## config.mk

```make
export PLATFORM = sky130hd
export DESIGN_NAME = sa_tile_sequencer
export DESIGN_NICKNAME = d
export VERILOG_FILES = /design/src/rtl/sa_tile_sequencer.sv
export SDC_FILE = /design/constraint.sdc
export NUM_CORES = 1
export LEC_CHECK = 0
export ABC_AREA = 1
export ABC_CLOCK_PERIOD_IN_PS = 2600
export CAP_MARGIN = 10
export CORE_ASPECT_RATIO = 1.5
export CORE_MARGIN = 2
export CORE_UTILIZATION = 30
export DETAILED_ROUTE_END_ITERATION = 8
export DONT_BUFFER_PORTS = 1
export GPL_ROUTABILITY_DRIVEN = 0
export GPL_TIMING_DRIVEN = 0
export SLEW_MARGIN = 5
export SYNTH_ARGS = -nofsm -noshare
export SYNTH_HDL_FRONTEND = slang
export SYNTH_SLANG_ARGS = --single-unit
```

## constraint.sdc

```tcl
create_clock -name clk -period 2.6 [get_ports clk]
set_input_delay 0.26 -clock clk [delete_from_list [all_inputs] [get_ports clk]]
set_output_delay 0.26 -clock clk [all_outputs]
set_load 0.1 [all_outputs]
```

## src/rtl/sa_tile_sequencer.sv

```systemverilog
// Tile sequencer for the 4x4 systolic array: streams K weight/feature vectors
// from the operand buffers into the array, waits out the drain, then hands off results.
module sa_tile_sequencer #(
   parameter int DATA_WIDTH   = 8,
   parameter int ARRAY_SIZE   = 4,
   parameter int ADDR_WIDTH   = 10,
   parameter int K_WIDTH      = 10,
   parameter int DRAIN_CYCLES = 9
) (
   input  logic                             clk,
   input  logic                             rstn,
   input  logic                             start,
   input  logic                             abort,
   input  logic [K_WIDTH-1:0]               k_len,
   input  logic [ADDR_WIDTH-1:0]            w_base,
   input  logic [ADDR_WIDTH-1:0]            f_base,
   output logic                             busy,
   output logic                             w_rd_en,
   output logic [ADDR_WIDTH-1:0]            w_rd_addr,
   input  logic [ARRAY_SIZE*DATA_WIDTH-1:0] w_rd_data,
   output logic                             f_rd_en,
   output logic [ADDR_WIDTH-1:0]            f_rd_addr,
   input  logic [ARRAY_SIZE*DATA_WIDTH-1:0] f_rd_data,
   output logic                             sa_start_clr,
   output logic [ARRAY_SIZE*DATA_WIDTH-1:0] sa_w_in,
   output logic [ARRAY_SIZE*DATA_WIDTH-1:0] sa_f_in,
   output logic                             res_valid,
   input  logic                             res_ready,
   output logic                             tile_done
);

   localparam int DCNT_W = $clog2(DRAIN_CYCLES + 1);

   typedef enum logic [1:0] {IDLE, LOAD, DRAIN, DONE} state_t;

   state_t                state_q, state_d;
   logic [K_WIDTH-1:0]    cnt_q, cnt_d;
   logic [K_WIDTH-1:0]    k_q, k_d;
   logic [DCNT_W-1:0]     dcnt_q, dcnt_d;
   logic [ADDR_WIDTH-1:0] w_base_q, w_base_d;
   logic [ADDR_WIDTH-1:0] f_base_q, f_base_d;
   logic                  feed_vld_q, feed_vld_d;
   logic                  start_clr_q, start_clr_d;
   logic                  rd_en;

   always_ff @(posedge clk or negedge rstn) begin
      if (!rstn) begin
         state_q     <= IDLE;
         cnt_q       <= '0;
         k_q         <= '0;
         dcnt_q      <= '0;
         w_base_q    <= '0;
         f_base_q    <= '0;
         feed_vld_q  <= 1'b0;
         start_clr_q <= 1'b0;
      end else begin
         state_q     <= state_d;
         cnt_q       <= cnt_d;
         k_q         <= k_d;
         dcnt_q      <= dcnt_d;
         w_base_q    <= w_base_d;
         f_base_q    <= f_base_d;
         feed_vld_q  <= feed_vld_d;
         start_clr_q <= start_clr_d;
      end
   end

   always_comb begin
      state_d     = state_q;
      cnt_d       = cnt_q;
      k_d         = k_q;
      dcnt_d      = dcnt_q;
      w_base_d    = w_base_q;
      f_base_d    = f_base_q;
      rd_en       = (state_q == LOAD);
      // Read data lands one cycle after the read, so the first vector and its clear go together.
      feed_vld_d  = rd_en && !abort;
      start_clr_d = rd_en && (cnt_q == '0) && !abort;

      case (state_q)
         IDLE: begin
            if (start && (k_len != '0)) begin
               state_d  = LOAD;
               k_d      = k_len;
               w_base_d = w_base;
               f_base_d = f_base;
               cnt_d    = '0;
            end
         end
         LOAD: begin
            cnt_d = cnt_q + K_WIDTH'(1);
            if (cnt_q == k_q - K_WIDTH'(1)) begin
               state_d = DRAIN;
               dcnt_d  = '0;
            end
         end
         DRAIN: begin
            dcnt_d = dcnt_q + DCNT_W'(1);
            if (dcnt_q == DCNT_W'(DRAIN_CYCLES - 1)) state_d = DONE;
         end
         DONE: begin
            if (res_ready) state_d = IDLE;
         end
         default: state_d = IDLE;
      endcase

      if (abort) state_d = IDLE;
   end

   // Addresses wrap naturally at the buffer size.
   assign w_rd_addr    = w_base_q + ADDR_WIDTH'(cnt_q);
   assign f_rd_addr    = f_base_q + ADDR_WIDTH'(cnt_q);
   assign w_rd_en      = rd_en;
   assign f_rd_en      = rd_en;
   assign busy         = (state_q != IDLE);
   assign sa_start_clr = start_clr_q;
   assign sa_w_in      = feed_vld_q ? w_rd_data : '0;
   assign sa_f_in      = feed_vld_q ? f_rd_data : '0;
   assign res_valid    = (state_q == DONE);
   assign tile_done    = (state_q == DONE) && res_ready && !abort;

endmodule

```

==> results, run 1 <==
- The total of fill cells in the finished design is 1318.
- The first-pass GRT wire length is 22020 µm.
- The setup slack of the most critical reg-to-reg path is roughly 210 ps.
- The library cell contributing the largest single delay on the critical path is xor2_4.
- Synthesis instantiated 30 different standard cells from the library.
- The initial antenna violation count is 15.
- The tree is rooted in a clkbuf_16.
- IR analysis of the VDD net gives a maximum drop of roughly 760 µV.
- Along the worst hold path, the cell count comes to 1.
- For this block, the via count after detailed routing is 3974.
- Across every metal layer, demand over resource in global routing totals between 20% and 30%.
- The TritonCTS buffer count is 5.
- Together, buffers and inverters on the worst path number 1.
- The clock drives 48 sinks.
- The final reports fail on negative setup slack.
- The die covers about 14000 µm².
- The capturing point of the worst reg2reg path is cnt_q[1].
- The core utilization of the finished layout is between 40% and 50%.
- Timing would allow up to 0.3519 GHz.
- The final net count is 777.
- In this run the static leakage power is between 2 and 3 nW.
- Measured along the y axis, the die boundary spans 144.2 µm.
- The worst path in the final design needs a cycle of 2842 ps, including I/O delays and setup.
- The family of cells with the greatest summed delay on the critical path is XOR/XNOR gates.
- The H-tree generated during clock tree synthesis spans 2 levels.
- The iteration count of the initial detailed-routing pass is 4.
- The sort of element at the end of the critical path is an output port.
- The final period utilization is 109.3%.
- The mean number of vias per cell is 4.864.
- The number of global-route vias before repair is 3843.
- The initial core utilization is 30.49%.
- The synthesis-stage register bit count is 48.
- The run finished, with violations left.
- The initialized floorplan defines between 50 and 60 standard-cell rows.
- The fraction of final layout cells sized beyond drive strength 1 is 22.53%.
- The total area inside the core boundary comes to 12890 µm².
- At the pin with the least slew margin, the transition time is between 1000 and 1500 ps.
- Counting along the longest clock path gives a buffer depth of 2.
- At the worst endpoint, the arrival time is 2580 ps.
- The max-slew violation count is 0.
- Buffers placed on the I/O ports in this run total 0.
- TritonCTS built the clock tree.
- The most used cell along the critical path is nand2_1.
- By startpoint and endpoint, the worst setup path is classified as reg -> out.
- Power spread over the standard cell area amounts to 1428 nW/µm².
- Once detail routing completed, the nets flagged for antenna violations numbered 0.
- The stage delay of the slowest cell on the critical path is between 600 and 700 ps.
- The HPWL after detailed placement is 12300 µm.
- The area growth from synthesis to layout is 35.02%.
- The overall power of the completed layout is 7.580 mW.
- The synthesis warning total is 0.
- The worst setup path is launched from a register.
- In the final routed layout, each cell accounts on average for approximately 19 µm.
- The slack of the critical path is -241.9 ps.
- Entering global routing, the biggest net connects 49 pins.
- The peak fanout along the critical path is 2.
- Once layout is complete, the cells apart from fillers number approximately 820.
- The end point of the most critical hold path is feed_vld_q.
- In this run the most critical hold path is launched from abort.
- Setup violations remaining at the end of the flow were counted as 5.
- The class of the worst hold path is in -> reg.
- Setup repair after global routing could not meet its margin everywhere.
- Clock latency on the worst-skew pair, taken at its later pin, is 290 ps.
- The net count after synthesis is 740.
- The tool flagged a number of max-cap violations equal to 0.
- The signal on the critical path passes through ha_4, inv_2, fa_2, o21ai_4, nand2_1, nand2_1, nand2_1, nand2_2, nand2_1, nand2_1, nand2_1, nand2_2, xor2_4.
- After detailed routing, the total wire length is ~15000 µm.
- The area occupied by registers is 1214 µm².
- The width of the chip is 97.45 µm.
- The area of the mapped netlist is 3930 µm².
- The residual overflow from global routing is 0.
- The share of the Yosys chip area taken by registers is between 30 and 40%.
- After detailed routing, the number of remaining DRC violations is 0.
- The worst reg2reg path startpoint is state_q[1].
- Headroom to the max-slew limit came out at 22.12%.
- The number of cells on the worst reg-to-reg path is 8.
- After detailed placement, the design holds a cell count of 770.
- Data on the critical path is required at its endpoint by roughly 2300 ps.
- The worst setup skew after layout is about 5 ps.
- The number of top-level pins is 189.
- After technology mapping, the gate count stands at 611.
- The multi-input combinational cells in the finished layout cover a total of 2867 µm².
- The clock-pin transition on the worst setup and hold timing paths is 70 ps.
- Each instance of the synthesized netlist takes up on average roughly 6.4 µm².
- The number of endpoints with negative hold slack in the final report is 0.
- The first routing iteration left 202 violations.
- The final total negative setup slack is -439.0 ps.
worst reg2reg max path: cells and delay by family, from the launching register on:
| kind | cells | cell delay, ps |
|---|---|---|
| DFF | 1 | 400 |
| adders and majority gates | 1 | 560 |
| and+or+nand+nor | 1 | 90 |
| AOI/OAI and AO/OA | 2 | 440 |
| buffers and inverters | 4 | 820 |
cell usage after synthesis, drive strengths merged:
library cell | instances | area, µm²
nand2 | 230 | 875.8
inv | 123 | 461.7
dfrtp | 48 | 1201
nor2 | 37 | 148.9
nand3 | 34 | 190.2
o21ai | 32 | 167.7
ha | 28 | 350.3
xor2 | 18 | 157.7
a21oi | 17 | 85.08
clkbuf | 11 | 41.29
nand4 | 7 | 43.79
buf | 6 | 40.03
xnor2 | 6 | 52.55
nor3 | 5 | 25.02
nor4 | 4 | 31.28
fa | 2 | 40.04
and2 | 1 | 6.260
clkinv | 1 | 3.750
nand3b | 1 | 7.510
stage by stage:
stage / setup slack (ps) / hold WS (ps) / cell area (µm²)
final: -241.9 / 60.26 / 5306
after detailed placement: -1022 / -34.12 / 4285
after CTS: -301.4 / 49.40 / 5019
after floorplan: -485.7 / -35.59 / 4071
after global routing: -339.2 / 52.11 / 5286
after global placement: -891.5 / -34.19 / 4270
sequential cells by signal, indices dropped and copies added (netlist names):
register	flops
f_base_q	10
cnt_q	10
k_q	10
sa_start_clr	1
state_q	2
feed_vld_q	1
dcnt_q	4
w_base_q	10
metal layers:
layer / vias to the layer above / share of wire (%) / GRT usage, %
met2: 186 / 51 / 40.73
met5: - / 0.36 / 0
met4: 10 / 4.5 / 8.699
li1: 1930 / - / -
met3: 41 / 13 / 11.84
met1: 1807 / 30 / 18.32
how the worst max path moves through the flow:
stage | start | to | depth (start not counted)
global route | w_base_q[0] | w_rd_addr[8] | 13
finish | w_base_q[0] | w_rd_addr[8] | 13
CTS | w_base_q[0] | w_rd_addr[8] | 13
detailed placement | cnt_q[0] | w_rd_addr[8] | 13
global placement | cnt_q[0] | w_rd_addr[8] | 13
floorplan | cnt_q[0] | w_rd_addr[4] | 5
kinds of logic after synthesis:
family                   Yosys count  share of synthesized area, %
AND/OR/NAND/NOR                  319                         33.81
flip-flops                        48                         30.56
buffers and inverters            141                         13.91
AO/OA/AOI/OAI                     49                         6.431
XOR/XNOR                          24                         5.349
adder cells (fa/ha/maj)           30                         9.933
report_power, final:
part           switching, mW  internal (mW)  total [mW]  leakage, nW
Clock                  0.285          0.546       0.831       0.0899
Combinational           4.23           1.18        5.41         2.17
Sequential             0.322           1.02        1.34        0.600
area by class of cell:
cell class | instances | area share (%)
diodes | 10 | 0.4716
plain buffers | 17 | 1.533
clock buffers | 5 | 2.358
clock inverters | 2 | 1.132
inverters | 124 | 8.772
multi-input cells | 422 | 54.02
flip-flops and latches | 48 | 22.87
well taps | 159 | 3.749
repair buffers | 30 | 5.093
cell usage in the layout, fill, tap and decap left out, drive strengths merged:
master,synthesis,layout
a21oi,17,17
clkbuf,11,16
clkinv,1,1
dlygate4sd3,0,1
nor3,5,5
fa,2,2
buf,6,35
xor2,18,18
ha,28,28
inv,123,123
o21ai,32,32
diode,0,10
nand2,230,230
nor2,37,37
nor4,4,4
and2,1,1
nand3,34,34
dfrtp,48,48
bufinv,0,2
nand3b,1,1
xnor2,6,6
nand4,7,7
repair_timing:
item	in CTS	in global routing
pin swaps	17	30
hold buffers	2	0
buffers inserted	17	15
resized for setup	76	39
endpoints found under the setup margin	27	11
endpoints found under the hold margin	48	0
(Power assumes the default switching activity.)
==> inputs of run 2 (changes only) <==
- CELL_PAD_IN_SITES_DETAIL_PLACEMENT: default -> 2
- CELL_PAD_IN_SITES_GLOBAL_PLACEMENT: default -> 2
- PLACE_DENSITY_LB_ADDON: default -> 0.1
==> run 2 against run 1 <==
The run still ends with negative setup slack left. Cell count up 0.12%. Routed wire length up 2.1%. Via count up 3.2%. First-iteration DRC count down 65%. Combinational power up 3%. Core utilization up 0.45 points. Final area up 1.1%. Register-to-register slack better by 110 ps. Global-route usage down 0.055 points. Critical endpoint is now f_rd_addr[6]. Largest power group unchanged.
==> results, run 2 (same netlist as run 1, synthesis figures left out) <==
- Result of the run: complete, but fails checks (unchanged).
- Failing checks: negative setup slack (unchanged).
- The cell chosen for the clock root is clkbuf_16 (unchanged).
- The placed standard-cell area came to 4285 µm² (unchanged).
- The number of core rows was 51 (unchanged).
- The count of maximum capacitance violations is 0 (unchanged).
- The initial antenna violation count is 2 (was 15).
- The largest net degree at the start of global routing was 49 (unchanged).
- The class of the worst hold path is in -> reg (unchanged).
- The clock-pin transition on the worst setup and hold timing paths is 70 ps (about the same).
- CP cell instances: buf_4, buf_6, ha_4, inv_2, fa_2, o21ai_4, nand2_1, nand2_1, nand2_1, nand2_2, xor2_4 (was ha_4, inv_2, fa_2, o21ai_4, nand2_1, nand2_1, nand2_1, nand2_2, nand2_1, nand2_1, nand2_1, nand2_2, xor2_4).
- The iteration count of the initial detailed-routing pass is 4 (unchanged).
- The final antenna-violating net count is 0 (unchanged).
- The leakage power summed over all cells is 2.916 nW (was 2.855 nW).
- The core area came to 12890 µm² (unchanged).
- The transition time at the pin with the least slew margin is 1160 ps (was 1167 ps).
- The starting DRC count in detailed routing is 71 (was 202).
- The most used cell along the critical path is nand2_1 (unchanged).
- The final period utilization was 110.7% (was 109.3%).
- The combinational share of power came to 71.7% (was 71.4%).
- The net load switching power is 4.951 mW (was 4.838 mW).
- The library cell contributing the largest single delay on the critical path was xor2_4 (unchanged).
- The die height is 144.2 µm (unchanged).
- The total number of vias is 4101 (was 3974).
- The total wire length after detailed routing is 15710 µm (was 15390 µm).
- The most frequent standard cell in the layout excluding fill and tap cells is nand2_1 (unchanged).
- The initial core utilization is 30.49% (unchanged).
- The post-layout instance count excluding filler cells is 818 (was 817).
- The clock tree from TritonCTS was built (unchanged).
- The total routing usage reported by global routing is 21.35% (was 21.40%).
- The number of top-level pins is 189 (unchanged).
- The worst setup skew after layout is 8.488 ps (was 4.992 ps).
- The fraction of final layout cells sized beyond drive strength 1 came to 23.44% (was 22.53%).
- The net switching fraction of the power was 63.78% (was 63.83%).
- The number of global-route vias before repair is 4313 (was 3843).
- The overall power of the completed layout is 7.763 mW (was 7.580 mW).
- The max-slew violation count came to 0 (unchanged).
- The maximum buffer depth of the clock tree is 2 (unchanged).
- The power share of the clock group is 11.1% (was 11.0%).
- The worst-case vdd ir drop is 633.0 µV (was 757.5 µV).
- The signal arrival time at the worst endpoint is 2620 ps (was 2580 ps).
- The TritonCTS buffer count is 5 (unchanged).
- The startpoint class of the critical path is a register (unchanged).
- The power share of the sequential group was 17.2% (was 17.7%).
- The peak fanout along the critical path came to 2 (unchanged).
- The headroom to the max-slew limit is 22.61% (was 22.12%).
- The number of buffers inserted by port buffering is 0 (unchanged).
- The stage delay of the slowest cell on the critical path is 590 ps (was 650 ps).
- The width of the chip was 97.45 µm (unchanged).
- The highest attainable clock frequency was 0.3474 GHz (was 0.3519 GHz).
- The kind of critical path is reg -> out (unchanged).
- The final net count was 785 (was 777).
- The final setup violation count came to 4 (was 5).
- The number of levels the H-tree was split into is 2 (unchanged).
- The final critical path time including I/O delays and setup is 2879 ps (was 2842 ps).
- The power density over cell area is 1447 nW/µm² (was 1428 nW/µm²).
- Most frequent cells in the layout: nand2_1, inv_1, dfrtp_1, buf_4, nand3_1 (was nand2_1, inv_1, dfrtp_1, nand3_1, nor2_1).
- The mean number of vias per cell is 5.013 (was 4.864).
- The cell area after layout was 5364 µm² (was 5306 µm²).
- The sort of element at the end of the critical path is an output port (unchanged).
- The cell count after placement is 770 (unchanged).
- The number of clock sinks seen by CTS is 48 (unchanged).
- The clock latency of the later-clocked register in the worst-skew pair is 300 ps (was 290 ps).
- The HPWL after detailed placement is 11590 µm (was 12300 µm).
- The area growth from synthesis to layout is 36.49% (was 35.02%).
- The average wire per cell in the routed design was 19.21 µm (was 18.84 µm).
- The internal power component is 2.811 mW (was 2.742 mW).
- The residual overflow from global routing is 0 (unchanged).
- The remaining routing DRC violations is 0 (unchanged).
- The die area is 14050 µm² (unchanged).
- Setup repair after global routing missed its margin: yes (unchanged).
- The slack of the critical path is -278.7 ps (was -241.9 ps).
- The first-pass GRT wire length came to 23160 µm (was 22020 µm).
- The required time of the worst setup path came to 2340 ps (about the same).
- The number of endpoints with negative hold slack in the final report is 0 (unchanged).
## run 2: final timing paths
check                                  from            to  slack (ps)  depth (start not counted)
worst max-delay path               cnt_q[0]  f_rd_addr[6]        -280                         11
max in group asynchronous              rstn      cnt_q[2]        1890                          2
worst min register to register  f_base_q[9]   f_base_q[9]         520                          2
min in group asynchronous              rstn     dcnt_q[1]         460                          2
worst min-delay path                  abort    feed_vld_q          70                          1
worst max register to register   state_q[1]      cnt_q[5]         320                          7
## run 2: final cells by class
type | instances | area [µm²]
antenna | 2 | 5.005
buffer | 17 | 81.33
clock buffer | 5 | 125.1
clock inverter | 3 | 68.82
fill | 1492 | 7526
inverter | 124 | 465.4
multi-input combinational | 422 | 2875
sequential | 48 | 1212
tap | 159 | 198.9
timing repair buffer | 38 | 331.6
## run 2: worst max-delay path, delay by kind of cell, from the launching register on
kind	cells	cell delay, ps
DFF	1	420
xor gates and xnor gates	1	590
and+or+nand+nor	4	330
adders and majority gates	2	510
buffers and inverters	3	260
AOI/OAI and AO/OA	1	210
## run 2: what timing repair did
action | in CTS | in global routing
buffers inserted | 29 | 9
gates resized for setup | 83 | 29
pin swaps | 21 | 30
endpoints found under the setup margin | 30 | 14
hold buffers | 2 | 0
cloned | 0 | 0
hold endpoints to repair | 48 | 0
## run 2: through the flow
| stage | hold WS (ps) | util [%] | setup slack (ps) | setup TNS, ps |
|---|---|---|---|---|
| after floorplan | -35.59 | - | -485.7 | -1307 |
| after global placement | -33.91 | 33.13 | -919.3 | -5996 |
| after detailed placement | -33.99 | 33.25 | -1065 | -5696 |
| after CTS | 61.88 | 40.07 | -281.1 | -959.2 |
| after global routing | 55.94 | 41.57 | -416.5 | -1610 |
| final | 65.88 | 41.61 | -278.7 | -774.7 |
## run 2: power groups by stage
stage | logic [mW] | registers (mW) | clock network (mW)
after floorplan | 4.29 | 1.22 | 0
after global placement | 4.72 | 1.28 | 0
after detailed placement | 4.83 | 1.29 | 0
after CTS | 5.38 | 1.32 | 0.881
after global routing | 5.91 | 1.37 | 0.910
final | 5.56 | 1.34 | 0.863
## run 2: routing by layer
metal | vias up | track usage [%] | wire length [µm]
met5 | - | 0 | 0
met4 | 0 | 6.798 | 378
met3 | 21 | 4.737 | 862
met2 | 153 | 44.72 | 9246
met1 | 1995 | 20.05 | 5223
li1 | 1932 | - | -
